[src/rtl/controle_de_tentativas_if.sv]
// Bus between the attempt controller and its neighbours.
// Inputs come from the code comparator and user buttons; outputs drive the
// lock actuator and status LEDs. The slave modport is the controller side.
interface controle_de_tentativas_if #(
  parameter int MAX_TRIES = 3
);
  localparam int AW = $clog2(MAX_TRIES + 1);

  logic          confirm;
  logic          match;
  logic          cancel;
  logic          unlocked;
  logic          error_pulse;
  logic          locked_out;
  logic [AW-1:0] attempts_left;

  modport master (
    output confirm,
    output match,
    output cancel,
    input  unlocked,
    input  error_pulse,
    input  locked_out,
    input  attempts_left
  );

  modport slave (
    input  confirm,
    input  match,
    input  cancel,
    output unlocked,
    output error_pulse,
    output locked_out,
    output attempts_left
  );
endinterface

[src/rtl/controle_de_tentativas.sv]
// Access-attempt controller sitting after the 3-bit code comparator.
// A rising edge of confirm is one attempt; match decides success. A correct
// code opens the lock for OPEN_CYCLES cycles (cancel closes it early). After
// MAX_TRIES consecutive failures the controller locks out for LOCK_CYCLES.
// Optional macro CONFIRM_SYNC_EN: confirm goes through a 2-flop synchronizer
// (both flops reset to 1) before edge detection, adding 2 cycles of latency.
module controle_de_tentativas #(
  parameter int MAX_TRIES   = 3,
  parameter int OPEN_CYCLES = 20,
  parameter int LOCK_CYCLES = 50
) (
  input  logic                    clk,
  input  logic                    reset,
  controle_de_tentativas_if.slave bus
);

  localparam int AW      = $clog2(MAX_TRIES + 1);
  localparam int MAX_CYC = (OPEN_CYCLES > LOCK_CYCLES) ? OPEN_CYCLES : LOCK_CYCLES;
  localparam int TW      = $clog2(MAX_CYC + 1);

  localparam logic [TW-1:0] OPEN_LOAD  = TW'(OPEN_CYCLES - 1);
  localparam logic [TW-1:0] LOCK_LOAD  = TW'(LOCK_CYCLES - 1);
  localparam logic [AW-1:0] TRIES_FULL = AW'(MAX_TRIES);
  localparam logic [AW-1:0] TRIES_ONE  = AW'(1);

  typedef enum logic [1:0] {
    IDLE    = 2'd0,
    OPEN    = 2'd1,
    LOCKOUT = 2'd2
  } state_t;

  state_t        state_q, state_d;
  logic [TW-1:0] timer_q, timer_d;
  logic [AW-1:0] attempts_q, attempts_d;
  logic          unlocked_q, unlocked_d;
  logic          error_q, error_d;
  logic          locked_q, locked_d;

  logic          confirm_s;
  logic          confirm_q;
  logic          attempt;

`ifdef CONFIRM_SYNC_EN
  logic sync1_q;
  logic sync2_q;

  // Two-flop synchronizer for the asynchronous push-button; reset high so a
  // button held through reset never looks like a fresh press.
  always_ff @(posedge clk) begin
    if (reset) begin
      sync1_q <= 1'b1;
      sync2_q <= 1'b1;
    end else begin
      sync1_q <= bus.confirm;
      sync2_q <= sync1_q;
    end
  end

  assign confirm_s = sync2_q;
`else
  assign confirm_s = bus.confirm;
`endif

  // Edge-detect history; reset to 1 so a held button is not an attempt.
  always_ff @(posedge clk) begin
    if (reset) begin
      confirm_q <= 1'b1;
    end else begin
      confirm_q <= confirm_s;
    end
  end

  assign attempt = confirm_s & ~confirm_q;

  // State and registered outputs.
  always_ff @(posedge clk) begin
    if (reset) begin
      state_q    <= IDLE;
      timer_q    <= '0;
      attempts_q <= TRIES_FULL;
      unlocked_q <= 1'b0;
      error_q    <= 1'b0;
      locked_q   <= 1'b0;
    end else begin
      state_q    <= state_d;
      timer_q    <= timer_d;
      attempts_q <= attempts_d;
      unlocked_q <= unlocked_d;
      error_q    <= error_d;
      locked_q   <= locked_d;
    end
  end

  // Next-state and next-output decision; outputs change on the attempt edge.
  always_comb begin
    state_d    = state_q;
    timer_d    = timer_q;
    attempts_d = attempts_q;
    unlocked_d = unlocked_q;
    locked_d   = locked_q;
    error_d    = 1'b0;

    case (state_q)
      IDLE: begin
        if (attempt) begin
          if (bus.match) begin
            state_d    = OPEN;
            unlocked_d = 1'b1;
            timer_d    = OPEN_LOAD;
            attempts_d = TRIES_FULL;
          end else if (attempts_q > TRIES_ONE) begin
            attempts_d = attempts_q - TRIES_ONE;
            error_d    = 1'b1;
          end else begin
            // Last try spent: flag the error and lock out on the same edge.
            state_d    = LOCKOUT;
            error_d    = 1'b1;
            attempts_d = '0;
            locked_d   = 1'b1;
            timer_d    = LOCK_LOAD;
          end
        end
      end

      OPEN: begin
        // Attempts are ignored while open; cancel beats the running timer.
        if (bus.cancel || (timer_q == '0)) begin
          state_d    = IDLE;
          unlocked_d = 1'b0;
          timer_d    = '0;
        end else begin
          timer_d = timer_q - TW'(1);
        end
      end

      LOCKOUT: begin
        // Attempts and cancel are both ignored until the timer runs out.
        if (timer_q == '0) begin
          state_d    = IDLE;
          locked_d   = 1'b0;
          attempts_d = TRIES_FULL;
        end else begin
          timer_d = timer_q - TW'(1);
        end
      end

      default: begin
        state_d    = IDLE;
        timer_d    = '0;
        attempts_d = TRIES_FULL;
        unlocked_d = 1'b0;
        locked_d   = 1'b0;
      end
    endcase
  end

  assign bus.unlocked      = unlocked_q;
  assign bus.error_pulse   = error_q;
  assign bus.locked_out    = locked_q;
  assign bus.attempts_left = attempts_q;

  // Output invariants: single-cycle error pulse, never open and locked out.
  a_error_single : assert property (@(posedge clk) disable iff (reset)
    error_q |=> !error_q);
  a_exclusive : assert property (@(posedge clk) disable iff (reset)
    !(unlocked_q && locked_q));

endmodule

[src/flat_wrapper.sv]
// flat-port wrapper written by rule: the top's interface ports become plain ports
module controle_de_tentativas_flat 
#(
  parameter int MAX_TRIES   = 3,
  parameter int OPEN_CYCLES = 20,
  parameter int LOCK_CYCLES = 50
)
  (clk, reset, bus_confirm, bus_match, bus_cancel, bus_unlocked, bus_error_pulse, bus_locked_out, bus_attempts_left);
  controle_de_tentativas_if #(.MAX_TRIES(MAX_TRIES)) bus_i ();
  input  logic clk;
  input  logic reset;
  input wire logic [$bits(bus_i.confirm)-1:0] bus_confirm;
  input wire logic [$bits(bus_i.match)-1:0] bus_match;
  input wire logic [$bits(bus_i.cancel)-1:0] bus_cancel;
  output wire logic [$bits(bus_i.unlocked)-1:0] bus_unlocked;
  output wire logic [$bits(bus_i.error_pulse)-1:0] bus_error_pulse;
  output wire logic [$bits(bus_i.locked_out)-1:0] bus_locked_out;
  output wire logic [$bits(bus_i.attempts_left)-1:0] bus_attempts_left;
  assign bus_i.confirm = bus_confirm;
  assign bus_i.match = bus_match;
  assign bus_i.cancel = bus_cancel;
  assign bus_unlocked = bus_i.unlocked;
  assign bus_error_pulse = bus_i.error_pulse;
  assign bus_locked_out = bus_i.locked_out;
  assign bus_attempts_left = bus_i.attempts_left;
  controle_de_tentativas #(.MAX_TRIES(MAX_TRIES), .OPEN_CYCLES(OPEN_CYCLES), .LOCK_CYCLES(LOCK_CYCLES)) u_core (.clk(clk), .reset(reset), .bus(bus_i));
endmodule
[config.mk]
export PLATFORM = sky130hd
export DESIGN_NAME = controle_de_tentativas_flat
export DESIGN_NICKNAME = d
export VERILOG_FILES = /design/src/rtl/controle_de_tentativas_if.sv /design/src/rtl/controle_de_tentativas.sv /design/src/flat_wrapper.sv
export SDC_FILE = /design/constraint.sdc
export NUM_CORES = 1
export LEC_CHECK = 0
export ABC_AREA = 1
export BUFFER_PORTS_ARGS = -buffer_cell sky130_fd_sc_hd__buf_2
export CORE_ASPECT_RATIO = 0.9
export CORE_MARGIN = 3
export CORE_UTILIZATION = 45
export DETAILED_ROUTE_END_ITERATION = 12
export GPL_TIMING_DRIVEN = 0
export PLACE_DENSITY = 0.75
export REMOVE_ABC_BUFFERS = 1
export SLEW_MARGIN = 20
export SYNTH_ARGS = -nofsm -noshare
export SYNTH_HDL_FRONTEND = slang
export SYNTH_SLANG_ARGS = --single-unit
[constraint.sdc]
create_clock -name clk -period 1.2 [get_ports clk]
set_input_delay 0.3 -clock clk [delete_from_list [all_inputs] [get_ports clk]]
set_output_delay 0.3 -clock clk [all_outputs]
set_load 0.02 [all_outputs]
==> metrics.cfg <==
[cts]
holdBufCountCts = 0
cts_made_buffers = 3
clk_latency_ns = 0.28
path_clk_slew_ns = 0.10
cts_tree = done
clock-sinks = 14
clockBufferDepth = 2
clk_root_buffer_cell = clkbuf_4
htree_levels = 1

[route]
vias = 858
drc_errors = 0
drt-total-wl_um = 2080
wl_per_cell_um = 12.9
ant_nets = 0
vias_per_cell = 5.30
drtPass1Iterations = 4
drtIter0Drc = 27

[grt]
grt-ovfl-total = 0
grt_util_met3_pct = 3.81
antenna_found_initial = 0
use_met1_pct = 22.0
track_usage_pct = 17.0
grt_max_degree = 10
grt_pass1_wl_um = 3030
use_met2_pct = 28.2
grt_pass1_vias = 687
busiest_layer = met2

[timing]
fin_skew_ns = 0.00852
drv_slew = 0
timing.final.crit_period_ns = 1.22
hold_viol_final = 0
worstMarginPinSlew_ns = 0.242
rsz0062_at_grt = yes
timing.hold.ws_ns = 0.222
fin_crit_sh_pct = 102
setup_viol = 6
setup_slack_ns = -0.0194
max_freq_ghz = 0.820
relSlewSlack_pct = 83.9

[critical_path]
critPathTopFamily = simple AND/OR/NAND/NOR gates
worstSetupEndpointType = register
crit_type = reg -> reg
cp_slowest_cell = dfxtp_4
cpPeakStageDelay_ns = 0.38
worstSetupStartpointType = register
cp.depth = 8
worstPathMaxFanout = 7
path_cells = nor2_4, nand3_2, nand2_4, inv_4, nand3_4, nor2_2, nand2_1, nand2_1
critical_path_required_ns = 1.39
cp.arrival_ns = 1.41
path_buf_inv = 1
critPathMostFrequentCell = nand2_1
ff2ff_path_depth = 8

[die]
die_area_mm2 = 0.00242
ioPinCount = 10
initial_core_util_pct = 49.0
dieWidth_um = 51.6
rows = 14
fp.dieH_um = 47.0
core-area_mm2 = 0.00172

[synthesis]
yosys_warnings = 0
synthSimpleGateAreaFrac_pct = 45.7
synth-seq-cells = 14
synthesis.instances = 119
synth_top_family_by_area = simple AND/OR/NAND/NOR gates
netlist-cell-type-count = 23
synth_xor_area_share_pct = 0
seq_area_frac_synth_pct = 33.3
syn_area_um2 = 841
synth_top_area_cell = dfxtp_1
synth_compound_area_share_pct = 8.93
synth.top_cell.area_share_pct = 33.3
synth_fa_ha_area_share_pct = 2.98
syn_area_per_cell_um2 = 7.07
synthTopCellsByArea = dfxtp_1 33%, nand2_1 14%, inv_1 7.6%
synth.area.mux_share_pct = 0

[run_status]
status = complete, but fails checks
violations = negative setup slack

[layout]
antenna_cells = 0
final_net_count = 146
layout_commonest_cell = nand2_1
synthToLayoutAreaGrowth_pct = 31.4
final_cell_mix = 30 x nand2_1, 14 x inv_1, 9 x buf_2, 9 x dfxtp_1
drive_above_1_share_pct = 42.8
post-route-cell-area_mm2 = 0.00110

[placement]
dp_hpwl_um = 1250
globalplace.congestion = 0.824
place_area_um2 = 911
port_buffers = 9
dp_slack_ns = -0.202

[power]
ir_drop_mv = 0.721
p_total_uw = 1110
power_density_mw_per_mm2 = 1000
p_leak_uw = 0.000540

[hold_path]
holdCritPathClass = in -> reg
whs_path_depth = 2

[flow_run]
cap_violations = 0

-- through the flow --
step | std cells | TNS (ns) | util [%]
after floorplan | 118 | -0.100 | -
after global placement | 151 | -1.08 | 53.1
after detailed placement | 151 | -1.32 | 53.1
after CTS | 158 | -0.0154 | 59.8
after global routing | 162 | -0.632 | 64.4
final | 162 | -0.0661 | 64.4
-- registers in the layout, indices dropped and copies added, names as in the netlist --
name                      count
u_core.confirm_q              1
u_core.timer_q                6
u_core.state_q                2
u_core.bus.error_pulse        1
u_core.bus.attempts_left      2
u_core.bus.locked_out         1
u_core.bus.unlocked           1
-- per-layer routing --
| metal | share of wire, % | routed length [um] |
|---|---|---|
| met1 | 46 | 955 |
| met3 | 3.8 | 79 |
| met2 | 48 | 998 |
| met4 | 2.4 | 51 |
| met5 | 0 | 0 |
-- worst paths after layout --
path	endpoint	slack, ns	from
hold reg to reg	u_core.bus.locked_out$_SDFFE_PP0P_	0.44	u_core.bus.locked_out$_SDFFE_PP0P_
hold / removal	u_core.confirm_q$_SDFF_PP1_	0.22	bus_confirm
setup reg to reg	u_core.timer_q[1]$_SDFFE_PP0P_	-0.02	u_core.state_q[0]$_SDFFE_PP0P_
setup / recovery	u_core.timer_q[1]$_SDFFE_PP0P_	-0.02	u_core.state_q[0]$_SDFFE_PP0P_
-- worst reg2reg max path, cell delays in order, from the launching register on --
cell and delay (ns):
dfxtp_4 0.38, nor2_4 0.22, nand3_2 0.12, nand2_4 0.12, inv_4 0.06, nand3_4 0.07
nor2_2 0.05, nand2_1 0.07, nand2_1 0.05
-- cell families (layout without fill, tap and decap cells) --
kind of cell / after synthesis / after routing
AOI/OAI and AO/OA: 11 / 11
DFF: 14 / 14
adders and majority gates: 2 / 2
buffers and inverters: 20 / 39
and+or+nand+nor: 72 / 72
-- layout make-up --
cell class,count,area (um2)
Clock buffer,4,36.3
Multi-Input combinational cell,85,571
Tap cell,24,30.0
Sequential cell,14,292
Inverter,19,78.8
Fill cell,147,612
Timing Repair Buffer,16,97.6
-- Yosys cell counts --
cell,number
nor2_1,9
nor2_2,3
nor2_4,4
ha_1,2
nor3_1,1
inv_1,17
nand3_2,3
nand2_4,3
or2_2,1
a21oi_2,1
o211ai_1,1
inv_2,2
a21oi_1,2
nand2_2,3
o21ai_1,1
buf_2,1
nand4_1,5
a211oi_1,3
dfxtp_1,14
o21ai_0,2
nand2_1,31
nand3_1,9
a21boi_2,1
-- power by group --
| part | switching, uW | internal [uW] | total (uW) |
|---|---|---|---|
| Combinational | 155 | 97.7 | 253 |
| Clock | 167 | 185 | 351 |
| Sequential | 23.8 | 481 | 505 |
| Total | 346 | 764 | 1110 |
-- what timing repair did --
| item | CTS | global route |
|---|---|---|
| resized for setup | 16 | 15 |
| setup endpoints to repair | 12 | 12 |
| setup buffers | 3 | 4 |
| pin swaps | 3 | 7 |
(Power assumes the default switching activity.)
